[src/rtl/atm_pkg.sv]
// Shared ATM cell definitions: cell geometry, translator FSM states and the
// bit positions of the VCI and forwarding-table fields.
package atm_pkg;

  localparam int CELL_LEN = 53;
  localparam int HDR_LEN  = 5;
  localparam int CNT_W    = 6;

  typedef enum logic [2:0] {
    IDLE,
    HDR,
    LKP,
    WAIT,
    EMIT,
    PAY,
    DROP
  } state_t;

  // Where the 16-bit VCI sits across header bytes 1..3
  localparam int B1_VCI_HI = 15;
  localparam int B1_VCI_LO = 12;
  localparam int B2_VCI_HI = 11;
  localparam int B2_VCI_LO = 4;
  localparam int B3_VCI_HI = 3;
  localparam int B3_VCI_LO = 0;

  localparam int FWD_PORT_HI = 19;
  localparam int FWD_PORT_LO = 16;
  localparam int FWD_VCI_HI  = 15;
  localparam int FWD_VCI_LO  = 0;

  // Only the header fields that survive translation or feed the lookup
  typedef struct packed {
    logic [7:0] byte0;
    logic [3:0] vpi_lo;
    logic [7:0] vci_lo;
    logic [3:0] pti_clp;
  } hdr_t;

endpackage

[src/rtl/hdr_xlate.sv]
// ATM header translator: captures the cell header, looks up the VCI in an
// external forwarding table, rewrites the VCI and forwards or drops the cell.
module hdr_xlate #(
  parameter int CELL_LEN = atm_pkg::CELL_LEN,
  parameter int DROP_W   = 16
) (
  input  logic              clk,
  input  logic              rst,
  input  logic              in_valid,
  input  logic              in_sop,
  input  logic [7:0]        in_data,
  output logic              in_ready,
  output logic              out_valid,
  output logic              out_sop,
  output logic              out_eop,
  output logic [7:0]        out_data,
  output logic [3:0]        out_port,
  input  logic              out_ready,
  output logic              fwd_rden,
  output logic [7:0]        fwd_addr,
  input  logic [19:0]       fwd_data,
  output logic [DROP_W-1:0] drop_cnt,
  output logic              err_sop
);
  import atm_pkg::*;

  localparam logic [CNT_W-1:0] HDR_LAST_CNT = CNT_W'(HDR_LEN - 2);
  localparam logic [CNT_W-1:0] LAST_CNT     = CNT_W'(CELL_LEN - 2);
  localparam logic [2:0]       EMIT_LAST    = 3'(HDR_LEN - 1);

  state_t             state_q, state_d;
  logic [CNT_W-1:0]   cnt_q, cnt_d;
  logic [2:0]         emit_q, emit_d;
  hdr_t               hdr_q, hdr_d;
  logic [15:0]        vci_q, vci_d;
  logic [3:0]         port_q, port_d;
  logic [DROP_W-1:0]  drop_q, drop_d;
  logic               err_q, err_d;
  logic               in_ready_c;
  logic               last_byte;

  always_ff @(posedge clk or posedge rst) begin
    if (rst) begin
      state_q <= IDLE;
      cnt_q   <= '0;
      emit_q  <= '0;
      hdr_q   <= '0;
      vci_q   <= '0;
      port_q  <= '0;
      drop_q  <= '0;
      err_q   <= 1'b0;
    end else begin
      state_q <= state_d;
      cnt_q   <= cnt_d;
      emit_q  <= emit_d;
      hdr_q   <= hdr_d;
      vci_q   <= vci_d;
      port_q  <= port_d;
      drop_q  <= drop_d;
      err_q   <= err_d;
    end
  end

  // cnt_q counts bytes accepted after the sop byte, so the last payload
  // byte arrives while cnt_q == CELL_LEN-2.
  assign last_byte = (cnt_q == LAST_CNT);

  always_comb begin
    state_d    = state_q;
    cnt_d      = cnt_q;
    emit_d     = emit_q;
    hdr_d      = hdr_q;
    vci_d      = vci_q;
    port_d     = port_q;
    drop_d     = drop_q;
    err_d      = 1'b0;
    in_ready_c = 1'b0;
    out_valid  = 1'b0;
    out_sop    = 1'b0;
    out_eop    = 1'b0;
    out_data   = 8'h00;
    fwd_rden   = 1'b0;
    fwd_addr   = 8'h00;

    case (state_q)
      IDLE: begin
        in_ready_c = 1'b1;
        if (in_valid && in_sop) begin
          hdr_d.byte0 = in_data;
          cnt_d       = '0;
          state_d     = HDR;
        end
      end

      HDR: begin
        in_ready_c = 1'b1;
        if (in_valid) begin
          err_d = in_sop;
          case (cnt_q)
            CNT_W'(0): hdr_d.vpi_lo = in_data[7:4];
            CNT_W'(1): hdr_d.vci_lo[7:4] = in_data[3:0];
            CNT_W'(2): begin
              hdr_d.vci_lo[3:0] = in_data[7:4];
              hdr_d.pti_clp     = in_data[3:0];
            end
            default: ;
          endcase
          cnt_d = cnt_q + CNT_W'(1);
          if (cnt_q == HDR_LAST_CNT) state_d = LKP;
        end
      end

      LKP: begin
        fwd_rden = 1'b1;
        fwd_addr = hdr_q.vci_lo;
        state_d  = WAIT;
      end

      WAIT: begin
        port_d = fwd_data[FWD_PORT_HI:FWD_PORT_LO];
        vci_d  = fwd_data[FWD_VCI_HI:FWD_VCI_LO];
        emit_d = 3'd0;
        if (fwd_data[FWD_PORT_HI:FWD_PORT_LO] == 4'h0) begin
          state_d = DROP;
          if (drop_q != '1) drop_d = drop_q + DROP_W'(1);
        end else begin
          state_d = EMIT;
        end
      end

      EMIT: begin
        out_valid = 1'b1;
        out_sop   = (emit_q == 3'd0);
        case (emit_q)
          3'd0:    out_data = hdr_q.byte0;
          3'd1:    out_data = {hdr_q.vpi_lo, vci_q[B1_VCI_HI:B1_VCI_LO]};
          3'd2:    out_data = vci_q[B2_VCI_HI:B2_VCI_LO];
          3'd3:    out_data = {vci_q[B3_VCI_HI:B3_VCI_LO], hdr_q.pti_clp};
          default: out_data = 8'h00;
        endcase
        if (out_ready) begin
          emit_d = emit_q + 3'd1;
          if (emit_q == EMIT_LAST) state_d = PAY;
        end
      end

      PAY: begin
        in_ready_c = out_ready;
        out_valid  = in_valid;
        out_data   = in_data;
        out_eop    = in_valid && last_byte;
        if (in_valid && out_ready) begin
          err_d = in_sop;
          cnt_d = cnt_q + CNT_W'(1);
          if (last_byte) begin
            cnt_d   = '0;
            state_d = IDLE;
          end
        end
      end

      DROP: begin
        in_ready_c = 1'b1;
        if (in_valid) begin
          err_d = in_sop;
          cnt_d = cnt_q + CNT_W'(1);
          if (last_byte) begin
            cnt_d   = '0;
            state_d = IDLE;
          end
        end
      end

      default: state_d = IDLE;
    endcase
  end

  // Upstream must see not-ready while reset is held, even though IDLE is open
  assign in_ready = in_ready_c & ~rst;
  assign out_port = port_q;
  assign drop_cnt = drop_q;
  assign err_sop  = err_q;

endmodule

[config.mk]
export PLATFORM = sky130hd
export DESIGN_NAME = hdr_xlate
export DESIGN_NICKNAME = d
export VERILOG_FILES = /design/src/rtl/atm_pkg.sv /design/src/rtl/hdr_xlate.sv
export SDC_FILE = /design/constraint.sdc
export NUM_CORES = 1
export LEC_CHECK = 0
export BUFFER_PORTS_ARGS = -buffer_cell sky130_fd_sc_hd__buf_2
export CORE_UTILIZATION = 34
export CTS_CLUSTER_DIAMETER = 100
export DETAILED_ROUTE_END_ITERATION = 16
export MAX_ROUTING_LAYER = met4
export PLACE_DENSITY = 0.61
export SLEW_MARGIN = 0
export SYNTH_ARGS = -nofsm -noshare
export SYNTH_HDL_FRONTEND = slang
export SYNTH_SLANG_ARGS = --single-unit
[constraint.sdc]
create_clock -name clk -period 2.45 [get_ports clk]
set_clock_uncertainty 0.2 [all_clocks]
set_input_delay 0.245 -clock clk [delete_from_list [all_inputs] [get_ports clk]]
set_output_delay 0.245 -clock clk [all_outputs]
set_load 0.01 [all_outputs]
After elaboration in Yosys (flattened, before gate mapping)
Index checks and enable logic that the tools add are counted.
{ "op_classes": {"n_eq_ne": 22, "addsub": 3, "muxes": 29, "reduce_logical": 19, "bitwise_logic": 2} }
{ "op_table": {"columns": ["cell", "n"], "rows": [
  ["$pmux 8 s4", 1],
  ["$mux 6", 5],
  ["$mux 3", 9],
  ["$pmux 6 s4", 1],
  ["$pmux 3 s7", 1],
  ["$add 16x1->16 const B", 1],
  ["$ne 16x16->1 const B", 1],
  ["$pmux 8 s2", 1],
  ["$ne 2x2->1 const B", 7],
  ["$eq 3x2->1 const B", 4],
  ["$eq 3x3->1 const B", 4],
  ["$eq 6x2->1 const B", 2],
  ["$reduce_and 3->1", 4],
  ["$mux 8", 1],
  ["$reduce_and 7->1", 1],
  ["$add 6x1->6 const B", 1],
  ["$eq 3x1->1 const B", 2],
  ["$eq 6x1->1 const B", 1],
  ["$eq 6x6->1 const B", 1],
  ["$logic_not 3->1", 2],
  ["$logic_not 6->1", 1],
  ["$pmux 1 s2", 3],
  ["$pmux 3 s2", 1],
  ["$mux 1", 5],
  ["12 further kinds", 15]
]} }
{ "totals": {"register_bits": 73, "word_cells": 87, "input_bits": 33, "out_inout_bits": 42} }

Depth between registers and ports, before layout
Gate-level depths: netlist (run 1).
{ "logic_depth": {"ltp_word": 4, "depth_mapped": 7} }

Worst setup path after synthesis (run 1)
OpenSTA, ideal clock, no wires.
{ "synth_path": {"kind": "flip-flop to output port", "start": "register emit_q[0]", "end": "output port out_data[3]", "slack_ns": 0.489, "n_path_buf": 1, "t_arrival_ns": 1.516, "t_required_ns": 2.005, "path_stages_with_launch": 8, "cell_sequence": "dfrtp_1 > inv_1 > ha_1 > clkbuf_1 > nor3_1 > nor2_1 > o21a_1 > a22o_1"} }
{ "synth_via": {"elab_chain_cells": 3, "word_cells_on_any_way": 6} }
{ "synth_lines": {"columns": ["element", "line", "source"], "rows": [
  ["from (decl)", "hdr_xlate.sv:33", "logic [2:0] emit_q, emit_d;"],
  ["from (signal assigned)", "hdr_xlate.sv:55", "emit_q <= emit_d;"],
  ["$eq 3x2->1, or another cell as far along", "hdr_xlate.sv:134", "case (emit_q)"],
  ["$pmux 8 s4 (*)", "hdr_xlate.sv:134", null],
  ["$pmux 8 s2 (*)", "hdr_xlate.sv:85", "case (state_q)"],
  ["to (decl)", "hdr_xlate.sv:16", "output logic [7:0] out_data,"]
]} }
Mark *: on every way between the ends. The rest lies on a longest branch, timed or not.

Final worst setup path (run 1)
{ "layout_path": {"start": "register emit_q[0]", "end": "output port out_data[0]"} }
Same word-level chain as after synthesis.

==> flow_summary.yaml, run 1 <==
logic_synthesis:
  ys.flop_type: "dfrtp_1"
  ys_seq_area_share_pct: 47.08
  ys_ff_latch: 73
  synth_top_cell_by_area: "dfrtp_1"
  ys_types: 56
  yosysMostFrequentCell: "nand2_1"
  postSynthCellCount: 386
  synth_top_area_share_pct: 47.08
  ys_top_cells_by_area: "dfrtp_1, nand2_1, mux2_2, xor2_1, ha_1"
  synth_area_per_cell_um2: 10.05
  synth_nets: 429
  synth-edff-count: 0
  syn_area_mm2: 0.003880
  synth-async-reset-ratio_pct: 100.0
  synth.top_cells.by_count: "nand2_1, dfrtp_1, mux2_2, o21ai_0, xor2_1"
  ys_warn_count: 0
setup_path:
  start_kind: "flop"
  crit_path_end: "out_data[0]"
  r2r-start: "state_q[1]"
  cp.arrival_ps: 1900
  worstSetupPathType: "flop to output pin"
  crit_path_end_kind: "output pin"
  crit_required_ps: 2010
  path_max_fanout: 9
  rr_endpoint: "cnt_q[2]"
  startpoint: "emit_q[0]"
  r2r_cells: 5
  worst-r2r-setup-slack_ps: 400
clocking:
  clock_latency_ps: 340
  clk_pin_slew_ps: 70
  numCtsBuffers: 9
  cts_max_level: 3
  cts_tree: "done"
  clock-sinks: 73
  clockRootBuffer: "clkbuf_16"
  cts_max_path_buffers: 2
timing:
  tightest_slew_ps: 827.3
  whs_ps: 9.151
  slew_headroom_pct: 44.84
  finalMaxSlewViolations: 0
  max_freq_mhz: 426.6
  hold_viol: 0
  fin_crit_ps: 2344
  tns_ps: 0
  timing.final.crit_share_pct: 95.68
  setup_viol: 0
cells_and_area:
  drive_gt1_share_pct: 31.42
  fin_util_pct: 45.23
  diodes: 0
  area_growth_pct: 28.02
  nets: 525
grt:
  grt_usage_pct: 18.09
  gr-total-overflow: 0
  grt_max_degree: 74
  grt_pass1_wl_um: 15750
  antenna_found_initial: 0
  first_global_vias: 3049
pwr:
  clkPwrFrac_pct: 33.1
  power_density_mw_per_mm2: 778.2
  power.share.combinational_pct: 29.2
  p_leak_uw: 0.002374
  p_switching_uw: 1351
  pwr-share-seq_pct: 37.7
  p_sw_share_pct: 34.96
  vdd_drop_max_v: 0.0003676
  p_int_uw: 2514
  power_uw: 3865
floorplanning:
  initial_core_util_pct: 35.33
  core-area_mm2: 0.01098
  die_height_um: 108.8
  die_w_um: 108.8
  ios: 75
  dieArea_mm2: 0.01184
  std_cell_rows: 38
routing:
  route.vias.total: 3268
  routed_wl_um: 9749
  detail_route.wl_per_cell_um: 15.55
  drt.antenna.violating_nets: 0
  drt-vias-per-instance: 5.212
  drtPass1Iterations: 6
  route.detailed.drc: 0
  drtIter0Drc: 172
outcome:
  outcome: "finished clean"
worst_hold_path:
  hp-start: "in_data[4]"
  hp-class: "primary input to flop"
flow_run:
  max-cap-violations: 0
placed_design:
  io_buffer_count: 74
  gp_congestion: 0.8863
  dp.final_hpwl_um: 6614
cells in the final DEF (no fill, tap or decap), drive strengths merged, types with 5 or more instances in the layout:
cell type / netlist / final
dfrtp: 73 / 73
o21ai: 19 / 19
mux2: 25 / 25
nor4: 11 / 11
and2: 9 / 9
ha: 10 / 10
nand2: 85 / 85
o211ai: 5 / 5
nand3: 14 / 14
nor2: 10 / 10
buf: 9 / 83
nor3: 9 / 9
a22o: 8 / 8
xor2: 15 / 15
dlygate4sd3: 0 / 23
clkbuf: 12 / 9
inv: 9 / 12
a222oi: 8 / 8
nand4: 5 / 5
logic make-up (layout without fill, tap and decap cells):
family	Yosys count	count (layout)	synth area share, %
AOI/OAI and AO/OA	66	66	12.61
xor gates and xnor gates	15	15	3.386
adders and majority gates	10	10	3.225
buffers and inverters	30	131	3.547
DFF	73	73	47.08
muxes	25	25	7.256
and+or+nand+nor	167	167	22.90
power by group through the flow:
stage / sequential (µW) / combinational, µW / clock (µW)
after floorplan: 1370 / 819 / 0
after global placement: 1460 / 1020 / 0
after detailed placement: 1460 / 1030 / 0
after CTS: 1440 / 1070 / 1310
after global routing: 1480 / 1250 / 1360
final: 1460 / 1130 / 1280
through the flow:
step / cells / instance area (µm²) / setup WS [ps]
final: 627 / 4967 / 106.0
after CTS: 627 / 4928 / 5.353
after global placement: 588 / 4402 / 317.2
after global routing: 627 / 4967 / -0.3366
after floorplan: 386 / 3880 / 151.7
after detailed placement: 588 / 4402 / 284.7
what timing repair did:
action,CTS,global route
endpoints found under the hold margin,99,0
setup buffers,0,0
hold buffers,23,0
pin swaps,0,2
endpoints found under the setup margin,10,10
gates resized for setup,5,11
registers in the layout, summed over array words and instances, names as in the netlist:
| name | count |
|---|---|
| out_port | 4 |
| vci_q | 16 |
| hdr_q | 24 |
| cnt_q | 6 |
| err_sop | 1 |
| emit_q | 3 |
| state_q | 3 |
| drop_cnt | 16 |
worst min-delay path by stage:
stage                              to  cells after the start
after floorplan           out_port[0]                      2
after global placement        err_sop                      3
after detailed placement      err_sop                      3
after CTS                    hdr_q[6]                      2
after global routing         hdr_q[4]                      2
final                        hdr_q[4]                      2
worst max-delay path: stages, from the launching register on:
cell and delay, ps:
dfrtp_2 440, ha_1 210, ha_2 240, o21a_2 300
a22o_1 230, buf_2 150
layer usage:
metal	part of all wire (%)	global-route usage, %	vias up	routed length (µm)
met1	47	24.65	1577	4614
met5	0	-	-	0
met4	0.89	5.019	0	87
met2	46	26.31	95	4514
met3	5.5	4.961	11	533
li1	-	-	1585	-
area by class of cell:
class / count / area (µm²)
Inverter: 9 / 33.78
Timing Repair Buffer: 106 / 680.7
Clock inverter: 7 / 62.56
Sequential cell: 73 / 1832
Fill cell: 1063 / 6016
Clock buffer: 9 / 225.2
Multi-Input combinational cell: 283 / 1958
Tap cell: 140 / 175.2
(Power assumes the default switching activity.)
==> inputs of run 2 (changes only) <==
--- a/config.mk
+++ b/config.mk
@@ -5,12 +5,12 @@
 export SDC_FILE = /design/constraint.sdc
 export NUM_CORES = 1
 export LEC_CHECK = 0
-export BUFFER_PORTS_ARGS = -buffer_cell sky130_fd_sc_hd__buf_2
 export CORE_UTILIZATION = 34
 export CTS_CLUSTER_DIAMETER = 100
 export DETAILED_ROUTE_END_ITERATION = 16
+export DONT_BUFFER_PORTS = 1
 export MAX_ROUTING_LAYER = met4
-export PLACE_DENSITY = 0.61
+export PLACE_DENSITY = 0.55
 export SLEW_MARGIN = 0
 export SYNTH_ARGS = -nofsm -noshare
 export SYNTH_HDL_FRONTEND = slang
==> run 2 against run 1 <==
Sequential share of layout area grew 2.1 points. Critical path depth shrank 1. Count of clock-buffer cells in the layout is the same. Cell count shrank 9.9%. Global-route usage grew 0.21 points. Register-to-register slack lost 80 ps. Via count shrank 8.0%. Cell area shrank 5.7%. Combinational power shrank 7%. Largest cell class unchanged. Critical endpoint unchanged. Flip-flop and latch count is the same. Worst hold slack gained 41 ps.
==> flow_summary.yaml, run 2 (synthesized netlist as in run 1, its figures left out) <==
outcome:
  outcome: "finished clean"
setup_path:
  crit_required_ps: 2010
  r2r_cells: 5
  crit_chain: "ha_1 > ha_1 > o21a_2 > a22o_1"
  worstSetupPathType: "flop to output pin"
  cp.buffers_inverters: 0
  crit_slowest_cell: "dfrtp_1"
  critPathMaxStageDelay_ps: 420
  worst-r2r-setup-slack_ps: 320
  r2r-start: "state_q[1]"
  cp.arrival_ps: 1900
  critPathMostFrequentCell: "ha_1"
  path_max_fanout: 9
  start_kind: "flop"
  crit_family: "compound AO/OA/AOI/OAI gates"
  rr_endpoint: "cnt_q[2]"
  crit_path_end_kind: "output pin"
clocking:
  clockRootBuffer: "clkbuf_16"
  numCtsBuffers: 9
  cts_max_path_buffers: 2
  clock-sinks: 73
  cts_max_level: 3
  clk_pin_slew_ps: 60
  cts_tree: "done"
  clock_latency_ps: 340
  postCtsSetupRepairBufs: 0
pwr:
  power_uw: 3832
  power_density_mw_per_mm2: 817.8
  p_leak_uw: 0.002100
  vdd_drop_max_v: 0.0004500
cells_and_area:
  area_growth_pct: 20.77
  multi_input_area_mm2: 0.001923
  nets: 463
  regMostFlops: "hdr_q"
  final_cell_mix: "nand2_1, dfrtp_1, dlygate4sd3_1"
  largest_register_ffs: 24
  drive_gt1_share_pct: 16.94
  regArea_mm2: 0.001827
  fin_util_pct: 42.66
  diodes: 0
  fillers: 1052
  final_common_cell: "nand2_1"
placed_design:
  post-place-ws_ps: 298.0
  io_buffer_count: 0
  dp.final_hpwl_um: 6678
  gp_congestion: 0.8064
timing:
  finalMaxSlewViolations: 0
  max_freq_mhz: 426.5
  whs_ps: 49.96
  layout_setup_ws_ps: 105.5
  tns_ps: 0
  rsz0062_at_grt: "false"
  setup_viol: 0
  timing.final.crit_share_pct: 95.69
  slew_headroom_pct: 60.78
  tightest_slew_ps: 584.0
  hold_viol: 0
  fin_crit_ps: 2344
routing:
  drtPass1Iterations: 7
  drt.antenna.violating_nets: 0
  drt-vias-per-instance: 5.319
  route.detailed.drc: 0
  detail_route.wl_per_cell_um: 17.26
  routed_wl_um: 9754
  drtIter0Drc: 189
  route.vias.total: 3005
floorplanning:
  die_w_um: 108.8
  ios: 75
  die_height_um: 108.8
  std_cell_rows: 38
  dieArea_mm2: 0.01184
  initial_core_util_pct: 35.33
  core-area_mm2: 0.01098
grt:
  gr-total-overflow: 0
  grt_usage_pct: 18.30
  first_global_vias: 2892
  grt_pass1_wl_um: 15590
  grt_max_degree: 68
  antenna_found_initial: 0
flow_run:
  max-cap-violations: 0
worst_hold_path:
  hp-class: "primary input to async pin"
==> run 2: cell types whose count changed in the layout (fill, tap and decap cells not counted), sizes merged <==
cell,previous run,this run
buf,83,12
bufinv,0,1
inv,12,11
dlygate4sd3,23,32
clkinvlp,1,2
clkinv,3,2
==> run 2: metal layers <==
| layer | vias up | GRT usage (%) | share of wire (%) |
|---|---|---|---|
| met2 | 96 | 24.59 | 43 |
| met4 | 0 | 7.625 | 1.8 |
| li1 | 1453 | - | - |
| met3 | 12 | 5.380 | 6.7 |
| met1 | 1444 | 25.36 | 48 |
| met5 | - | - | 0 |
==> run 2: timing repair <==
item	CTS	global route
hold endpoints to repair	121	0
gates resized for setup	2	2
hold buffers	32	0
setup endpoints to repair	4	10
==> run 2: how the worst max path moves through the flow <==
stage | from | to | slack, ps | cells after the start
after floorplan | rst | cnt_q[0] | 150 | 1
after global placement | emit_q[0] | state_q[1] | 370 | 6
after detailed placement | emit_q[0] | state_q[1] | 300 | 6
after CTS | emit_q[0] | out_data[1] | 9 | 4
after global routing | emit_q[0] | out_data[0] | 5 | 5
final | emit_q[0] | out_data[0] | 110 | 4
==> run 2: layout make-up <==
class                      count  share of cell area, %
clock buffer                   9                  4.806
tap                          140                  3.738
clock inverter                 7                  1.682
timing repair buffer          44                  9.025
inverter                       9                 0.7210
multi-input combinational    283                  41.04
sequential                    73                  38.99
==> run 2: where the power goes <==
| part | internal (µW) | switching, µW | total [µW] |
|---|---|---|---|
| sequential | 1290 | 144 | 1430 |
| clock | 799 | 557 | 1360 |
| combinational | 444 | 602 | 1050 |
| total | 2530 | 1300 | 3830 |
==> run 2: stage by stage <==
step           instances  cell area, µm²
3_5_place_dp         517            4054
5_1_grt              565            4686
6_report             565            4686
4_1_cts              565            4683
3_3_place_gp         517            4054
2_1_floorplan        386            3880
==> run 2: worst reg2reg max path, stage by stage (launching register included) <==
cell and delay [ps]:
dfrtp_1 570, buf_4 230, nand3b_1 160, a31oi_1 440, o211ai_2 190, o311ai_2 250
